<file path="config.mk">
export PLATFORM = sky130hd
export DESIGN_NAME = mul_div_unit
export DESIGN_NICKNAME = d
export VERILOG_FILES = /design/src/rtl/mul_div_unit.sv
export SDC_FILE = /design/constraint.sdc
export NUM_CORES = 1
export LEC_CHECK = 0
export BUFFER_PORTS_ARGS = -buffer_cell sky130_fd_sc_hd__buf_4
export CAP_MARGIN = 20
export CORE_UTILIZATION = 45
export CTS_BUF_LIST = sky130_fd_sc_hd__clkbuf_4 sky130_fd_sc_hd__clkbuf_8 sky130_fd_sc_hd__clkbuf_16
export CTS_CLUSTER_SIZE = 16
export DETAILED_ROUTE_END_ITERATION = 16
export PLACE_DENSITY_LB_ADDON = 0.2
export RECOVER_POWER = 100
export SLEW_MARGIN = 10
export SYNTH_ARGS = -nofsm -noshare
export SYNTH_HDL_FRONTEND = slang
export SYNTH_SLANG_ARGS = --single-unit
</file>
<file path="constraint.sdc">
create_clock -name iClk -period 10.06 [get_ports iClk]
set_input_delay 3.018 -clock iClk [delete_from_list [all_inputs] [get_ports iClk]]
set_output_delay 3.018 -clock iClk [all_outputs]
set_load 0.05 [all_outputs]
</file>
<file path="src/rtl/mul_div_unit.sv">
// Iterative radix-2 signed multiply/divide unit. One operand bit is handled per cycle.
// The 64-bit result is held in HI/LO for the MFHI/MFLO path.
module mul_div_unit #(
    parameter int WIDTH = 32
) (
    input  logic             iClk,
    input  logic             nRst,
    input  logic             iStart,
    input  logic             iOp,
    input  logic [WIDTH-1:0] iA,
    input  logic [WIDTH-1:0] iB,
    output logic [WIDTH-1:0] oHi,
    output logic [WIDTH-1:0] oLo,
    output logic             oBusy,
    output logic             oDone,
    output logic             oDivZero
);

    localparam logic [1:0] S_IDLE = 2'd0;
    localparam logic [1:0] S_CALC = 2'd1;
    localparam logic [1:0] S_FIX  = 2'd2;
    localparam logic [1:0] S_DONE = 2'd3;
    localparam int CW = $clog2(WIDTH + 1);

    logic [1:0]         state;
    logic [CW-1:0]      cnt;
    logic               op;
    logic               sign_a;
    logic               sign_b;
    logic [WIDTH-1:0]   mag_a;
    logic [WIDTH-1:0]   mag_b;
    logic [2*WIDTH-1:0] acc;

    logic [WIDTH-1:0]   in_mag_a;
    logic [WIDTH-1:0]   in_mag_b;
    logic [WIDTH:0]     mul_sum;
    logic [2*WIDTH-1:0] mul_next;
    logic [WIDTH:0]     div_trial;
    logic [2*WIDTH-1:0] div_next;
    logic [2*WIDTH-1:0] prod_fix;
    logic [WIDTH-1:0]   quot_fix;
    logic [WIDTH-1:0]   rem_fix;
    logic [WIDTH-1:0]   orig_a;

    // Magnitudes are unsigned, so |most-negative| fits without overflow.
    assign in_mag_a = iA[WIDTH-1] ? ('0 - iA) : iA;
    assign in_mag_b = iB[WIDTH-1] ? ('0 - iB) : iB;

    always_comb begin
        mul_sum  = {1'b0, acc[2*WIDTH-1:WIDTH]} + {1'b0, mag_a};
        mul_next = acc[0] ? {mul_sum, acc[WIDTH-1:1]} : {1'b0, acc[2*WIDTH-1:1]};

        // Shifted remainder needs WIDTH+1 bits; the MSB of the difference is the borrow.
        div_trial = acc[2*WIDTH-1:WIDTH-1] - {1'b0, mag_b};
        div_next  = div_trial[WIDTH] ? {acc[2*WIDTH-2:0], 1'b0}
                                     : {div_trial[WIDTH-1:0], acc[WIDTH-2:0], 1'b1};

        prod_fix = (sign_a ^ sign_b) ? ('0 - acc) : acc;
        quot_fix = (sign_a ^ sign_b) ? ('0 - acc[WIDTH-1:0]) : acc[WIDTH-1:0];
        rem_fix  = sign_a ? ('0 - acc[2*WIDTH-1:WIDTH]) : acc[2*WIDTH-1:WIDTH];
        orig_a   = sign_a ? ('0 - mag_a) : mag_a;
    end

    always_ff @(posedge iClk) begin
        if (!nRst) begin
            state    <= S_IDLE;
            cnt      <= '0;
            op       <= 1'b0;
            sign_a   <= 1'b0;
            sign_b   <= 1'b0;
            mag_a    <= '0;
            mag_b    <= '0;
            acc      <= '0;
            oHi      <= '0;
            oLo      <= '0;
            oDivZero <= 1'b0;
        end else begin
            case (state)
                S_IDLE, S_DONE: begin
                    if (iStart) begin
                        op       <= iOp;
                        sign_a   <= iA[WIDTH-1];
                        sign_b   <= iB[WIDTH-1];
                        mag_a    <= in_mag_a;
                        mag_b    <= in_mag_b;
                        // Low half holds the multiplier (MUL) or the dividend (DIV).
                        acc      <= {{WIDTH{1'b0}}, (iOp ? in_mag_a : in_mag_b)};
                        cnt      <= '0;
                        oDivZero <= 1'b0;
                        state    <= S_CALC;
                    end else if (state == S_DONE) begin
                        state <= S_IDLE;
                    end
                end
                S_CALC: begin
                    acc <= op ? div_next : mul_next;
                    cnt <= cnt + 1'b1;
                    if (cnt == CW'(WIDTH - 1)) begin
                        state <= S_FIX;
                    end
                end
                S_FIX: begin
                    if (!op) begin
                        oHi <= prod_fix[2*WIDTH-1:WIDTH];
                        oLo <= prod_fix[WIDTH-1:0];
                    end else if (mag_b == '0) begin
                        oHi      <= orig_a;
                        oLo      <= '1;
                        oDivZero <= 1'b1;
                    end else begin
                        oHi <= rem_fix;
                        oLo <= quot_fix;
                    end
                    state <= S_DONE;
                end
                default: state <= S_IDLE;
            endcase
        end
    end

    assign oBusy = (state == S_CALC) || (state == S_FIX);
    assign oDone = (state == S_DONE);

endmodule
</file>
# Word level (Yosys, flattened, before mapping)
# Cells that the tools add are included.
[totals] register_bits=204 out_inout_bits=67
[classes] addsub=9 eq_ne=9 mux=26 n_bitwise=1 reduce_logical=10
[op_table] operator="$mux 32" count=10
[op_table] operator="$mux 64" count=5
[op_table] operator="$sub 1x32->32 const A" count=5
[op_table] operator="$pmux 64 s2" count=1
[op_table] operator="$sub 1x64->64 const A" count=1
[op_table] operator="$add 32x32->33" count=1
[op_table] operator="$sub 33x32->33" count=1
[op_table] operator="$logic_not 32->1" count=1
[op_table] operator="$pmux 6 s2" count=1
[op_table] operator="$ne 2x2->1 const B" count=4
[op_table] operator="$add 6x1->6 const B" count=1
[op_table] operator="$eq 6x5->1 const B" count=1
[op_table] operator="$mux 2" count=3
[op_table] operator="$mux 6" count=1
[op_table] operator="$pmux 2 s3" count=1
[op_table] operator="$reduce_and 2->1" count=3
[op_table] operator="$eq 2x2->1 const B" count=2
[op_table] operator="$reduce_and 4->1" count=1
[op_table] operator="$reduce_bool 2->1" count=2
[op_table] operator="$mux 1" count=3
[op_table] operator="$ne 3x3->1 const B" count=1
[op_table] operator="$eq 2x1->1 const B" count=1
[op_table] operator="$logic_not 2->1" count=1
[op_table] operator="$pmux 1 s2" count=1
[op_table] operator="3 further kinds" count=3

# Longest topological paths before layout
[logic_depth] ltp_word=5 depth_mapped=15

# Worst setup path before layout
# Ideal clock, no wire load.
[synth_path] path_type="input-to-reg" from="input iB[9]" to="register acc[29]" setup_ns=0.131 arrival_ns=5.492 t_required_ns=9.929 path_slack_ns=4.436 stages=10 path_cell_list="or4_1 or3_1 or4_4 nor2_1 nand2_1 o41ai_1 xor2_1 mux2i_1 a21oi_1 a21oi_1"
[synth_between] elab_chain_cells=5
[synth_lines] item="start, declared" line="11" source="input logic [WIDTH-1:0] iB,"
[synth_lines] item="$sub 1x32->32" line="47" source="assign in_mag_b = iB[WIDTH-1] ? ('0 - iB) : iB;"
[synth_lines] item="$mux 32" line="47"
[synth_lines] item="$mux 32" line="87" source="acc <= {{WIDTH{1'b0}}, (iOp ? in_mag_a : in_mag_b)};"
[synth_lines] item="$mux 64" line="80" source="if (iStart) begin"
[synth_lines] item="$pmux 64 s2" line="78" source="case (state)"
[synth_lines] item="end signal, assigned" line="87"
[synth_lines] item="end signal, assigned" line="96" source="acc <= op ? div_next : mul_next;"
[synth_lines] item="end, declared" line="32" source="logic [2*WIDTH-1:0] acc;"
# Every way passes these cells. The select of a mux whose other input is x is not followed.
# A chain may end at the register's enable or synchronous reset.

# Final worst setup path
[layout_path] from="input nRst" to="register acc[13]"
[layout_rtl] item="start, declared" line="7" source="input logic nRst,"
# No word-level cell between the ends.

==> impl_results.md <==
* Total Neg Setup Slack at 0 ns
* Root buf cell: clkbuf_16
* RR Endpoint: acc[33]$_SDFFE_PN0P_
* Starting density of the core at 0.462
* Cell taking the most area after synthesis: dfxtp_1
* DRT iter0 DRCs at between 1,500 and 2,000
* Die X at approximately 190 um
* Worst Tran Pin Value at around 3.2 ns
* Slew Limit Fails at ~140
* Sequential fraction of the synthesis area at 0.246
* Antenna violation net count after detailed routing at 0
* CP max FO at 70
* Share of total power in the clock network at 0.198
* Global-route wire length before repair at 88,100 um
* Top post-synthesis cells by area: dfxtp_1, xnor2_1, xor2_1, ha_1, a21oi_1
* Final nets at ~2,300
* DIE AREA at roughly 0.038 mm2
* Syn Nets at ~2,300
* Crit path capture: acc[13]$_SDFFE_PN0P_
* Outcome: complete, but fails checks
* Worst R2R Path Depth at 14
* Share of cells above drive strength 1 at 0.0829
* Pre-antenna DRT Iters at 5
* Slew margin rel. at -1.16
* Cells after synthesis at 2,193
* Worst R2R Setup Slack at between 5 and 6 ns
* Worst endpoint required time at between 10 and 15 ns
* Leakage at roughly 7.1 nW
* CTS tree: yes
* Die H at about 190 um
* Cell Area, Synth at ~0.017 mm2
* DP Worst Slack at between 4 and 5 ns
* CP cell instances: clkbuf_1 > inv_4 > clkbuf_1 > nor3_1
* Fill cells at 3,600
* Reg clk slew, reported paths at approximately 0.06 ns
* Top cell type's share of synthesized area at 0.246
* Final worst setup slack at approximately 2.9 ns
* Setup violations, final at 0
* Final period util at 0.714
* CORE AREA at 0.0359 mm2
* Wirelength, routed at between 50,000 and 60,000 um
* Vias in the first global route at roughly 16,000
* Clock Skew at 0.0220 ns
* FP Rows at a little under 70
* Total CTS buffers at 24
* Most frequent cells in the layout: nand2_1, dfxtp_1, nor2_1, a21oi_1, o21ai_0
* Post-Synthesis Mean Instance Area at between 7 and 8 um2
* Max-cap viol count at 3
* Synth unique cells at 85
* R2R Path Start: acc[31]$_SDFFE_PN0P_
* Insertion delay to the later sink of the worst-skew pair at between 0.5 and 0.6 ns
* Worst setup EP type: flip-flop
* Yosys Warn Count at 0
* # DRC at 0
* Routed vias at 16,500
* Register area at 0.00409 mm2
* Sw Pwr at roughly 0.0023 W
* Top Ports at 135
* Worst Hold Class: reg2reg
* Fin. Hold Viols at 0
* Postcts setup bufs at 0
* Post-cts gate resize count at 0
* Worst path most repeated cell: clkbuf_1
* Cts hold-fix bufs at 0
* Clock Path Buffers at 3
* Critical path class: in2reg
* Routed WL per cell at 21.3 um
* Synth Register Bits at a little over 200
* CTS HTree Levels at 1
* Startpoint types: input pin
* Register share of total power at 0.279
* HPWL Detailed at roughly 43,000 um
* F_max at around 140 MHz
* Logic pwr share at 0.522
* RSZ-0062 raised after global routing: no
* Crit-path slowest cell: clkbuf_1
* Most used DFF post-synth: dfxtp_1
* Asr flop ratio synth at 0
* Worst IR Drop VDD at 0.000173 V
* Placer Congestion at slightly below 1
* Global route overflow at 0
* I/O Buffers at roughly 130
* Internal Power at approximately 0.0025 W
* Number of synthesized flops with an enable pin at 0
* Synth-to-layout area growth at 10.5%
* Failing checks: max-capacitance violations, max-slew violations
* Min Tclk post-route at a little over 7 ns
* CP peak stage delay at approximately 2.4 ns
* Sw frac at 0.482
* GRT Resource Usage Total at 0.297
* Antenna violations before repair at 0
* CP Launch Point: nRst
* Largest net degree at the start of global routing at 100
* WP data arrival at between 7 and 8 ns
* Power Density at ~260 mW/mm2
* Clk sinks at slightly above 200
* Vias per cell at approximately 6
* Multi-input logic area at around 0.012 mm2
## cell type report
type | count | area share
clock inverter | 12 | 0.0102
tap | 461 | 0.0314
inverter | 73 | 0.0151
antenna | 1 | 0.000136
timing repair buffer | 157 | 0.0495
clock buffer | 30 | 0.0362
sequential | 204 | 0.223
multi-input combinational | 1743 | 0.634
## critical path, delay by kind of cell
kind | cells | cell delay, ns
simple gates | 1 | 0.19
buf+inv | 3 | 4.17
## stage by stage
stage	total power (W)	hold WS [ns]	area (um2)	cells	util
after detailed placement	0.00386	0.459	17800	2638	0.495
after floorplan	0.00313	0.449	16600	2193	-
after global routing	0.00505	0.497	18300	2680	0.511
final	0.00476	0.466	18300	2681	0.511
after global placement	0.00383	0.446	17800	2638	0.495
after CTS	0.00481	0.473	18600	2680	0.518
## sequential cells by signal (all words and copies together) (netlist names)
| register | flops |
|---|---|
| oDivZero | 1 |
| cnt | 6 |
| sign_a | 1 |
| sign_b | 1 |
| mag_b | 32 |
| mag_a | 32 |
| state | 2 |
| oHi | 32 |
| acc | 64 |
| oLo | 32 |
| op | 1 |
## synthesized netlist by cell type (7+ instances only)
| library cell | count |
|---|---|
| a31oi_1 | 37 |
| or2_2 | 7 |
| a22oi_1 | 8 |
| o21a_1 | 8 |
| o21ai_0 | 151 |
| o41ai_1 | 17 |
| a211oi_1 | 90 |
| nand3b_1 | 10 |
| a21o_1 | 28 |
| nor2b_1 | 18 |
| dfxtp_1 | 204 |
| a22o_1 | 18 |
| nand3_1 | 28 |
| clkbuf_1 | 146 |
| nor3_1 | 31 |
| o211ai_1 | 47 |
| nand2b_1 | 27 |
| and3_1 | 10 |
| a21oi_1 | 166 |
| or3_1 | 22 |
| nand4_1 | 10 |
| nand2_1 | 202 |
| nor4_1 | 19 |
| mux2_2 | 11 |
| xor2_1 | 116 |
| o31ai_1 | 40 |
| mux2i_1 | 69 |
| a211o_1 | 10 |
| o22ai_1 | 25 |
| inv_1 | 73 |
| xnor2_1 | 118 |
| or4_1 | 21 |
| o21ai_1 | 8 |
| ha_1 | 73 |
| and2_1 | 13 |
| buf_1 | 19 |
| nor2_1 | 194 |
## logic make-up (layout without fill, tap and decap cells)
| group | Yosys count | after routing | synth area share |
|---|---|---|---|
| compound gates | 711 | 711 | 0.278 |
| simple gates | 642 | 642 | 0.188 |
| buf+inv | 246 | 272 | 0.0570 |
| xor+xnor | 234 | 234 | 0.123 |
| flops | 204 | 204 | 0.246 |
| mux | 81 | 81 | 0.0504 |
| fa+ha+maj | 75 | 75 | 0.0574 |
| other cells | 0 | 1 | 0 |
## metal layers
metal,up-vias,global-route usage,wire length [um]
li1,7969,-,-
met1,7851,0.386,24400
met2,566,0.499,26800
met3,134,0.0285,3370
met4,0,0.128,2600
met5,-,0,0
## power by group through the flow
stage / combinational (W) / sequential (W) / clock [W]
floorplan: 0.00172 / 0.00141 / 0
global placement: 0.00250 / 0.00133 / 0
detailed placement: 0.00252 / 0.00134 / 0
CTS: 0.00253 / 0.00132 / 0.000957
global route: 0.00271 / 0.00135 / 0.000982
finish: 0.00249 / 0.00133 / 0.000944
## worst min-delay path by stage
stage | start | end | slack (ns) | cells past startpoint
final | oHi[31]$_SDFFE_PN0P_ | oHi[31]$_SDFFE_PN0P_ | 0.47 | 2
after global routing | oHi[7]$_SDFFE_PN0P_ | oHi[7]$_SDFFE_PN0P_ | 0.50 | 2
after CTS | oHi[31]$_SDFFE_PN0P_ | oHi[31]$_SDFFE_PN0P_ | 0.47 | 2
after detailed placement | oHi[31]$_SDFFE_PN0P_ | oHi[31]$_SDFFE_PN0P_ | 0.46 | 2
after global placement | oHi[31]$_SDFFE_PN0P_ | oHi[31]$_SDFFE_PN0P_ | 0.45 | 2
after floorplan | mag_b[31]$_SDFFE_PN0P_ | mag_b[31]$_SDFFE_PN0P_ | 0.45 | 2
Note: power is estimated with default switching activity, not from simulation.
